## src/rtl/collision_scanner.sv

```systemverilog
// Collision scanner: walks bullet slots 0..7 on start, pulses isCollide per overlapping live bullet, tracks saturating HP.
// Latency: 1 cycle per slot without a hit, 2 with a hit; done arrives 9..17 cycles after start.
// Backpressure: none; start while busy is ignored. Define COLLIDE_HEAL_EN to make green bullets heal.
module collision_scanner #(
    parameter int HP_MAX     = 100,
    parameter int DMG_WHITE  = 5,
    parameter int DMG_BLUE   = 10,
    parameter int HEAL_GREEN = 3
) (
    input  logic        clk,
    input  logic        rst_n,
    input  logic        start,
    input  logic [15:0] player_pos,
    input  logic [15:0] player_size,
    output logic [2:0]  index2,
    input  logic [15:0] position2,
    input  logic [15:0] size2,
    input  logic [1:0]  color2,
    input  logic        isRender2,
    output logic        isCollide,
    output logic [7:0]  hp,
    output logic        dead,
    output logic        busy,
    output logic        done
);

    typedef enum logic [1:0] {ST_IDLE, ST_SCAN, ST_HIT, ST_DONE} state_t;

    localparam logic [8:0] HP_MAX9 = 9'(HP_MAX);
    localparam logic [8:0] DMG_W9  = 9'(DMG_WHITE);
    localparam logic [8:0] DMG_B9  = 9'(DMG_BLUE);
    localparam logic [8:0] HEAL9   = 9'(HEAL_GREEN);

    state_t      state_q;
    logic [2:0]  idx_q;
    logic [1:0]  col_q;
    logic        coll_q;
    logic [7:0]  hp_q;
    logic [7:0]  hp_d;
    logic        dead_q;
    logic        busy_q;
    logic        done_q;

    logic [8:0]  px, py, pw, ph, bx, by, bw, bh;
    logic        hit_c;
    logic        is_heal;
    logic [8:0]  cur_hp, dmg, heal_sum;

    assign px = {1'b0, player_pos[15:8]};
    assign py = {1'b0, player_pos[7:0]};
    assign pw = {1'b0, player_size[15:8]};
    assign ph = {1'b0, player_size[7:0]};
    assign bx = {1'b0, position2[15:8]};
    assign by = {1'b0, position2[7:0]};
    assign bw = {1'b0, size2[15:8]};
    assign bh = {1'b0, size2[7:0]};

    // Strict inequalities on 9-bit sums: touching edges do not collide, no wrap at 255.
    assign hit_c = isRender2 && (color2 != 2'd3)
                && (pw != 9'd0) && (ph != 9'd0) && (bw != 9'd0) && (bh != 9'd0)
                && (px < bx + bw) && (bx < px + pw)
                && (py < by + bh) && (by < py + ph);

`ifdef COLLIDE_HEAL_EN
    assign is_heal = (col_q == 2'd1);
`else
    assign is_heal = 1'b0;
`endif

    assign cur_hp   = {1'b0, hp_q};
    assign dmg      = (col_q == 2'd2) ? DMG_B9 : DMG_W9;
    assign heal_sum = cur_hp + HEAL9;

    always_comb begin
        hp_d = hp_q;
        if (!dead_q) begin
            if (is_heal) begin
                hp_d = (heal_sum > HP_MAX9) ? HP_MAX9[7:0] : heal_sum[7:0];
            end else begin
                hp_d = (cur_hp <= dmg) ? 8'd0 : 8'(cur_hp - dmg);
            end
        end
    end

    always_ff @(posedge clk or negedge rst_n) begin
        if (!rst_n) begin
            state_q <= ST_IDLE;
            idx_q   <= 3'd0;
            col_q   <= 2'd0;
            coll_q  <= 1'b0;
            hp_q    <= HP_MAX9[7:0];
            dead_q  <= 1'b0;
            busy_q  <= 1'b0;
            done_q  <= 1'b0;
        end else begin
            done_q <= 1'b0;
            case (state_q)
                ST_IDLE: begin
                    if (start) begin
                        state_q <= ST_SCAN;
                        idx_q   <= 3'd0;
                        busy_q  <= 1'b1;
                    end
                end
                ST_SCAN: begin
                    if (hit_c) begin
                        state_q <= ST_HIT;
                        coll_q  <= 1'b1;
                        col_q   <= color2;
                    end else if (idx_q == 3'd7) begin
                        state_q <= ST_DONE;
                        done_q  <= 1'b1;
                    end else begin
                        idx_q <= idx_q + 3'd1;
                    end
                end
                ST_HIT: begin
                    coll_q <= 1'b0;
                    hp_q   <= hp_d;
                    dead_q <= (hp_d == 8'd0);
                    if (idx_q == 3'd7) begin
                        state_q <= ST_DONE;
                        done_q  <= 1'b1;
                    end else begin
                        state_q <= ST_SCAN;
                        idx_q   <= idx_q + 3'd1;
                    end
                end
                default: begin
                    state_q <= ST_IDLE;
                    idx_q   <= 3'd0;
                    busy_q  <= 1'b0;
                end
            endcase
        end
    end

    assign index2    = idx_q;
    assign isCollide = coll_q;
    assign hp        = hp_q;
    assign dead      = dead_q;
    assign busy      = busy_q;
    assign done      = done_q;

endmodule

```

## config.mk

```make
export PLATFORM = sky130hd
export DESIGN_NAME = collision_scanner
export DESIGN_NICKNAME = d
export VERILOG_FILES = /design/src/rtl/collision_scanner.sv
export SDC_FILE = /design/constraint.sdc
export NUM_CORES = 1
export LEC_CHECK = 0
export BUFFER_PORTS_ARGS = -buffer_cell sky130_fd_sc_hd__buf_2
export CORE_MARGIN = 4
export CORE_UTILIZATION = 35
export CTS_CLUSTER_DIAMETER = 60
export DETAILED_ROUTE_END_ITERATION = 8
export HOLD_SLACK_MARGIN = 0.05
export PLACE_DENSITY = 0.59
export SYNTH_ARGS = -nofsm -noshare
export SYNTH_HDL_FRONTEND = slang
export SYNTH_SLANG_ARGS = --single-unit
```

## constraint.sdc

```tcl
create_clock -name clk -period 4 [get_ports clk]
set_clock_uncertainty 0.05 [all_clocks]
set_input_delay 0.8 -clock clk [delete_from_list [all_inputs] [get_ports clk]]
set_output_delay 0.8 -clock clk [all_outputs]
set_load 0.01 [all_outputs]
```

---- Yosys cells after proc, flatten, opt, wreduce, memory -nomap -nowiden ----
Index checks and enable logic that the tools add are counted.
operators by class
  magnitude comparators ................... 5
  bitwise gates (word level) .............. 1
  add/sub/neg operators ................... 6
  equality and inequality tests ........... 9
  multiplexer cells ....................... 19
  reductions and logical operators ........ 22
operator list
  operator                                                               number
  8-bit by 8-bit adder with 9-bit output                                 4
  8-bit by 9-bit less-than comparator with 1-bit output                  4
  9-bit nonzero test                                                     4
  8-bit 2-to-1 mux                                                       2
  2-bit AND reduction                                                    5
  1-bit logical AND                                                      9
  3-bit 2-to-1 mux                                                       3
  3-bit case mux with 3 select lines                                     1
  8-bit by 4-bit less-or-equal comparator with 1-bit output              1
  8-bit zero test                                                        1
  2-bit 2-to-1 mux                                                       4
  2-bit != test, second input constant                                   4
  8-bit by 4-bit subtractor with 8-bit output                            1
  1-bit case mux with 2 select lines                                     3
  2-bit case mux with 3 select lines                                     1
  2-bit equality test, second input constant                             2
  1-bit 2-to-1 mux                                                       4
  4-bit 2-to-1 mux                                                       1
  3-bit by 1-bit adder with 3-bit output, second input constant          1
  3-bit equality test, second input constant                             1
  3-bit != test, second input constant                                   1
  2-bit by 1-bit equality test with 1-bit output, second input constant  1
  2-bit zero test                                                        1
  2-bit nonzero test                                                     1
  2 further kinds                                                        2
word-level totals
  register bits ........................... 19
  logic and storage cells ................. 70
  output and inout bits ................... 15
  input port bits ......................... 70

---- Longest topological paths before layout ----
Gate-level depths: netlist of the first run.
  word-level depth ........................ 12
  depth in mapped cells ................... 16
  gate-level depth less buffers ........... 16

---- Worst setup path after synthesis of the first run ----
OpenSTA, ideal clock, no wires.
  kind .................................... input port to flip-flop
  from .................................... in position2[0]
  to ...................................... reg coll_q (netlist: isCollide)
  path buffers ............................ 0
  path slack .............................. 0.134 ns
  library setup time ...................... 0.121 ns
  stages on the path ...................... 15
  data required time ...................... 3.829 ns
  arrival time ............................ 3.695 ns
  path through ............................ ha_1 -> fa_1 -> a211oi_1 -> nor2_1 -> o21ai_0 -> nand2b_1 -> xnor2_1 -> ha_1 -> a21o_1 -> a221oi_2 -> o21ai_1 -> a211oi_2 -> nand4_1 -> mux2_1 -> a22o_1
between the ends
  word-level cells in the longest chain between the ends .. 6
  elaborated cells between the ends (all ways) .. 7
  classes of those cells .................. add/sub (1); order compare (2); eq/ne (1); reduce/logical (3)
ends and longest elaborated chain
  what                                                   line  RTL
  from (decl)                                            16    input logic [15:0] position2,
  8-bit by 8-bit adder with 9-bit output                 62    && (py < by + bh) && (by < py + ph);
  8-bit by 9-bit less-than comparator with 1-bit output  62
  1-bit logical AND                                      62
  1-bit logical AND (*)                                  62
  2-bit != test (no source line) (*)                     --
  2-bit AND reduction (no source line) (*)               --
  to (signal assigned)                                   90    coll_q <= 1'b0;
  to (signal assigned)                                   108   coll_q <= 1'b1;
  to (signal assigned)                                   118   coll_q <= 1'b0;
  to (decl)                                              37    logic coll_q;
Mark *: on every way between the ends. The rest lies on a longest branch, timed or not.
A chain may end at the register's enable or synchronous reset.

---- Worst setup path in the final report of the first run ----
Ends and elaborated chain as after synthesis.

==> flow_summary.json, run 1 <==
{
  "layoutNonFillerInstCount": 564,
  "status": "complete, no violations",
  "synth-main-ff-cell": "dfrtp_1",
  "io_pins": 85,
  "numClockSinks": 19,
  "critPathCaptureType": "flop",
  "grt_overflow_total": 0,
  "mostFrequentLayoutCells": "82 x buf_2, 69 x ha_1, 25 x inv_1",
  "swShare_pct": 45.5,
  "grt_pass1_wl_microns": 13000,
  "grt_pass1_vias": 2987,
  "dr.pass1.iters": 4,
  "numCtsBuffers": 3,
  "r2r-start": "col_q[1]",
  "worst_slew_pin_slew_ns": 0.520,
  "vias": 2955,
  "met1_usage_pct": 19.4,
  "rsz0062_at_grt": "yes",
  "synthesis.nets": 495,
  "gp_congestion": 0.870,
  "internal-power_mw": 0.940,
  "r2r_slack_ns": 1.24,
  "top_usage_layer": "met2",
  "cts-root-buf": "clkbuf_8",
  "grtUsageMet3_pct": 1.91,
  "crit_chain": "buf_4 -> ha_4 -> fa_2 -> a211oi_2 -> nor2_1 -> o21ai_1 -> nand2b_1 -> xnor2_2 -> ha_1 -> a21o_1 -> a221oi_2 -> o21ai_1 -> a211oi_2 -> nand4_1 -> mux2_4 -> a22o_1",
  "drc": 0,
  "htreeDepth": 1,
  "fin_crit_ns": 3.84,
  "grt.total_usage_pct": 15.0,
  "clock_latency_ns": 0.25,
  "drt_iter0_drc": 75,
  "path_class": "input pin to flop",
  "die_h_microns": 102,
  "io_buffers": 84,
  "final_antenna_net_count": 0,
  "fillers": 848,
  "path_max_fanout": 3,
  "grt_use_met2_pct": 27.3,
  "power_switching_mw": 0.786,
  "antenna_found_initial": 0,
  "cts_tree": "done",
  "yosysWarnings": 0,
  "total_power_mw": 1.73,
  "setup_viol": 0,
  "clk_pin_slew_ns": 0.07,
  "max_freq_ghz": 0.260,
  "synth_seq_area_share_pct": 15.4,
  "wire_per_inst_microns": 13.9,
  "drive_gt1_share_pct": 28.3,
  "cts_max_path_buffers": 2,
  "synth.distinct_cells": 49,
  "grt_start_max_net_pins": 20,
  "comb_power_share_pct": 70.0,
  "synth_top_cells_by_area": "ha_1 28%, dfrtp_1 13%, xnor2_1 4.8%",
  "dp_cells": 558,
  "avgSynthCellArea_sq_um": 8.89,
  "nNetsFinal": 602,
  "num_antenna_cells": 0,
  "area_growth_pct": 25.5,
  "hold_viol_final": 0,
  "p_leak_nw": 1.99,
  "min_path_type": "input pin to async pin",
  "cpMaxStageDelayCell": "fa_2",
  "synth-edff-count": 0,
  "num_rows": 34,
  "yosysTopAreaCell": "ha_1",
  "synth_top_area_share_pct": 28.1,
  "syn-instance-count": 350,
  "clockPowerShare_pct": 7.6,
  "synth_area_sq_um": 3110,
  "cp-start-kind": "input pin",
  "irDropWorstVdd_uv": 208,
  "dieArea_sq_um": 10500,
  "slowest_delay_ns": 0.36,
  "totalWireLength_microns": 7850,
  "holdBufCountCts": 0,
  "routed_via_density": 5.24,
  "start_util_pct": 35.9,
  "arrival_ns": 3.94,
  "relSlewSlack_pct": 65.0,
  "die_width_microns": 102,
  "core_region_area_sq_um": 8680,
  "layout_commonest_cell": "buf_2",
  "maxSlewViolCount": 0,
  "finalSetupTns_ns": 0,
  "power_density_nw_per_um2": 442,
  "final_util_pct": 45.0,
  "r2r_cells": 11,
  "r2r_end": "hp[6]",
  "cp.required_ns": 4.09,
  "async_flop_share_pct": 100,
  "dp_hpwl_microns": 6960,
  "layout_worst_path_cycle_share_pct": 96.1,
  "max_cap_violations": 0,
  "seqPwrFrac_pct": 22.4,
  "synth-seq-cells": 19
}
## synthesized netlist by cell type, types with 3 or more instances
| cell type | instances |
|---|---|
| a41oi_1 | 3 |
| dfstp_2 | 3 |
| inv_1 | 25 |
| o211ai_1 | 3 |
| nand2_1 | 24 |
| ha_1 | 70 |
| nand2b_1 | 10 |
| a211oi_1 | 6 |
| xnor2_1 | 17 |
| xor2_1 | 10 |
| o21a_1 | 7 |
| mux2i_1 | 4 |
| nor4_1 | 11 |
| o21ai_0 | 22 |
| o21bai_1 | 5 |
| a21o_1 | 17 |
| nand3_1 | 6 |
| nor4b_1 | 3 |
| nor2_1 | 13 |
| dfrtp_1 | 16 |
| fa_1 | 5 |
| nor2b_1 | 5 |
| a21oi_1 | 21 |
| mux2_4 | 3 |
| o31ai_1 | 7 |
## critical path: cells and delay by family
family                   cells  cell delay, ns
adder cells (fa/ha/maj)      3            0.81
multiplexers                 1            0.35
XOR/XNOR                     1            0.14
AND/OR/NAND/NOR              3            0.40
buffers and inverters        1            0.13
AO/OA/AOI/OAI                7            1.29
## cell families after synthesis
kind of cell	after synthesis	share of synthesized area, %
and+or+nand+nor	83	13.8
AOI/OAI and AO/OA	112	25.6
xor gates and xnor gates	27	7.60
adders and majority gates	75	31.4
DFF	19	15.4
muxes	8	3.09
buffers and inverters	26	3.13
## power groups by stage
stage | registers [mW] | clock network (mW) | logic [mW]
after floorplan | 0.399 | 0 | 0.852
after global placement | 0.386 | 0 | 1.17
after detailed placement | 0.389 | 0 | 1.19
after CTS | 0.386 | 0.139 | 1.20
after global routing | 0.400 | 0.146 | 1.37
final | 0.386 | 0.132 | 1.21
## worst max-delay path by stage
stage | cells past startpoint | end | from
6_report | 16 | isCollide | position2[0]
3_3_place_gp | 16 | isCollide | position2[0]
2_1_floorplan | 15 | isCollide | position2[0]
5_1_grt | 16 | isCollide | position2[0]
4_1_cts | 16 | isCollide | position2[0]
3_5_place_dp | 16 | isCollide | position2[0]
## metal layers
layer	up-vias	part of all wire, %	wire length, microns
met5	-	0	0
met4	0	0.87	68
met3	7	3.7	294
met2	54	50	3950
met1	1361	45	3530
li1	1533	-	-
## stage by stage
stage | worst slack [ns] | cell area (sq um) | hold slack (ns)
2_1_floorplan | 0.134 | 3110 | 0.422
3_3_place_gp | -0.109 | 3790 | 0.441
3_5_place_dp | -0.200 | 3790 | 0.445
4_1_cts | 0.0566 | 3840 | 0.437
5_1_grt | -0.0448 | 3910 | 0.452
6_report | 0.156 | 3910 | 0.427
## layout make-up
type	instances	area (sq um)	share of cell area (%)
tap	108	135	3.46
timing repair buffer	103	572	14.6
clock buffer	4	45.0	1.15
inverter	25	93.8	2.40
multi-input combinational	305	2580	66.1
sequential	19	479	12.3
## registers in the layout, summed over array words and instances, names as in the netlist
register / cells
busy: 1
col_q: 2
dead: 1
done: 1
hp: 8
index2: 3
isCollide: 1
state_q: 2
## what timing repair did
item	in CTS	in global routing
resized for setup	0	16
endpoints found under the hold margin	0	0
endpoints found under the setup margin	0	8
buffers inserted	0	2
No activity file was read; power rests on OpenSTA's default activity.
==> run 2, diff against run 1 <==
--- a/config.mk
+++ b/config.mk
@@ -12,6 +12,7 @@
 export DETAILED_ROUTE_END_ITERATION = 8
 export HOLD_SLACK_MARGIN = 0.05
 export PLACE_DENSITY = 0.59
+export REMOVE_ABC_BUFFERS = 1
 export SYNTH_ARGS = -nofsm -noshare
 export SYNTH_HDL_FRONTEND = slang
 export SYNTH_SLANG_ARGS = --single-unit
==> run 2 against run 1 <==
- sequential power hardly changed
- clock power is 4% higher
- critical path type unchanged
- power rose by 2.2%
==> flow_summary.json, run 2 (same netlist as run 1, synthesis figures left out) <==
{
  "grt_overflow_total": 0,
  "slowest_delay_ns": 0.37,
  "cts_tree": "done",
  "hold_viol_final": 0,
  "numClockSinks": 19,
  "internal-power_mw": 0.951,
  "arrival_ns": 4.03,
  "num_rows": 34,
  "drive_gt1_share_pct": 28.9,
  "cpMaxStageDelayCell": "fa_2",
  "critPathCaptureType": "flop",
  "wire_per_inst_microns": 14.3,
  "irDropWorstVdd_uv": 185,
  "drc": 0,
  "area_growth_pct": 26.4,
  "routed_via_density": 5.31,
  "grt.total_usage_pct": 15.2,
  "worst_slew_pin_slew_ns": 0.480,
  "layout_worst_path_cycle_share_pct": 98.2,
  "final_antenna_net_count": 0,
  "io_pins": 85,
  "dp_hpwl_microns": 7040,
  "grt_pass1_vias": 2999,
  "clockPowerShare_pct": 7.8,
  "cp.required_ns": 4.10,
  "htreeDepth": 1,
  "comb_power_share_pct": 70.2,
  "clock_latency_ns": 0.26,
  "rsz0062_at_grt": "yes",
  "antenna_found_initial": 0,
  "cp-start-kind": "input pin",
  "fin_crit_ns": 3.93,
  "num_antenna_cells": 0,
  "power_density_nw_per_um2": 448,
  "cts_max_path_buffers": 2,
  "r2r_end": "hp[6]",
  "path_max_fanout": 3,
  "grt_start_max_net_pins": 20,
  "io_buffers": 84,
  "cts-root-buf": "clkbuf_8",
  "final_util_pct": 45.3,
  "setup_viol": 0,
  "die_width_microns": 102,
  "mostFrequentLayoutCells": "82 x buf_2, 69 x ha_1, 25 x inv_1",
  "maxSlewViolCount": 0,
  "core_region_area_sq_um": 8680,
  "max_freq_ghz": 0.255,
  "die_h_microns": 102,
  "layout_commonest_cell": "buf_2",
  "dieArea_sq_um": 10500,
  "relSlewSlack_pct": 67.7,
  "gp_congestion": 0.884,
  "vias": 2998,
  "max_cap_violations": 0,
  "totalWireLength_microns": 8080,
  "largest_register_ffs": 8,
  "crit_chain": "buf_8 -> ha_4 -> fa_2 -> a211oi_2 -> nor2_1 -> o21ai_1 -> nand2b_1 -> xnor2_1 -> ha_1 -> a21o_1 -> a221oi_2 -> o21ai_1 -> a211oi_2 -> nand4_1 -> mux2_4 -> a22o_1",
  "total_power_mw": 1.76,
  "p_leak_nw": 2.01,
  "dr.pass1.iters": 4,
  "status": "complete, no violations",
  "power_switching_mw": 0.812,
  "path_class": "input pin to flop",
  "grt_pass1_wl_microns": 13200,
  "seqPwrFrac_pct": 22.0,
  "r2r_cells": 11,
  "min_path_type": "input pin to async pin",
  "drt_iter0_drc": 78,
  "fillers": 884,
  "start_util_pct": 35.9,
  "nNetsFinal": 603,
  "r2r-start": "col_q[1]",
  "r2r_slack_ns": 1.24,
  "swShare_pct": 46.1,
  "numCtsBuffers": 3,
  "clk_pin_slew_ns": 0.08
}
## run 2: what timing repair did
item,CTS,global route
endpoints found under the hold margin,0,0
hold buffers,0,0
setup endpoints to repair,0,9
setup buffers,0,3
gates resized for setup,0,18
## run 2: layer usage
layer	vias up	track usage (%)	wire [microns]
li1	1534	-	-
met2	56	28.1	4110
met3	5	1.71	288
met4	0	1.51	38
met5	-	0	0
met1	1403	19.7	3640
## run 2: critical path: cells and delay by family
kind            cells  cell delay, ns
buf+inv             1            0.10
mux                 1            0.36
compound gates      7            1.38
xor+xnor            1            0.20
simple gates        3            0.40
fa+ha+maj           3            0.80
## run 2: final cells by class
type / count / area (sq um) / share of cell area [%]
tap: 108 / 135 / 3.43
timing repair buffer: 104 / 591 / 15.0
inverter: 25 / 93.8 / 2.38
clock buffer: 3 / 41.3 / 1.05
multi-input combinational: 305 / 2590 / 65.8
clock inverter: 1 / 5.00 / 0.127
sequential: 19 / 479 / 12.2
## run 2: power groups by stage
| stage | clock, mW | combinational, mW | sequential (mW) |
|---|---|---|---|
| floorplan | 0 | 0.852 | 0.399 |
| global placement | 0 | 1.17 | 0.386 |
| detailed placement | 0 | 1.20 | 0.391 |
| CTS | 0.141 | 1.20 | 0.387 |
| global route | 0.149 | 1.40 | 0.405 |
| finish | 0.137 | 1.24 | 0.387 |
## run 2: how the worst max path moves through the flow
stage / from / endpoint / slack [ns]
floorplan: position2[0] / isCollide / 0.13
global placement: position2[0] / isCollide / -0.11
detailed placement: position2[0] / isCollide / -0.20
CTS: position2[0] / isCollide / 0.08
global route: position2[8] / isCollide / -0.14
finish: size2[0] / isCollide / 0.07
## run 2: metrics by stage
| step | setup slack, ns | cell area, sq um | cells | hold WS [ns] | TNS (ns) |
|---|---|---|---|---|---|
| after floorplan | 0.134 | 3110 | 349 | 0.422 | 0 |
| after global placement | -0.113 | 3790 | 558 | 0.441 | -0.529 |
| after detailed placement | -0.197 | 3790 | 558 | 0.445 | -1.08 |
| after CTS | 0.0752 | 3840 | 562 | 0.438 | 0 |
| after global routing | -0.136 | 3940 | 565 | 0.452 | -0.305 |
| final | 0.0718 | 3940 | 565 | 0.420 | 0 |
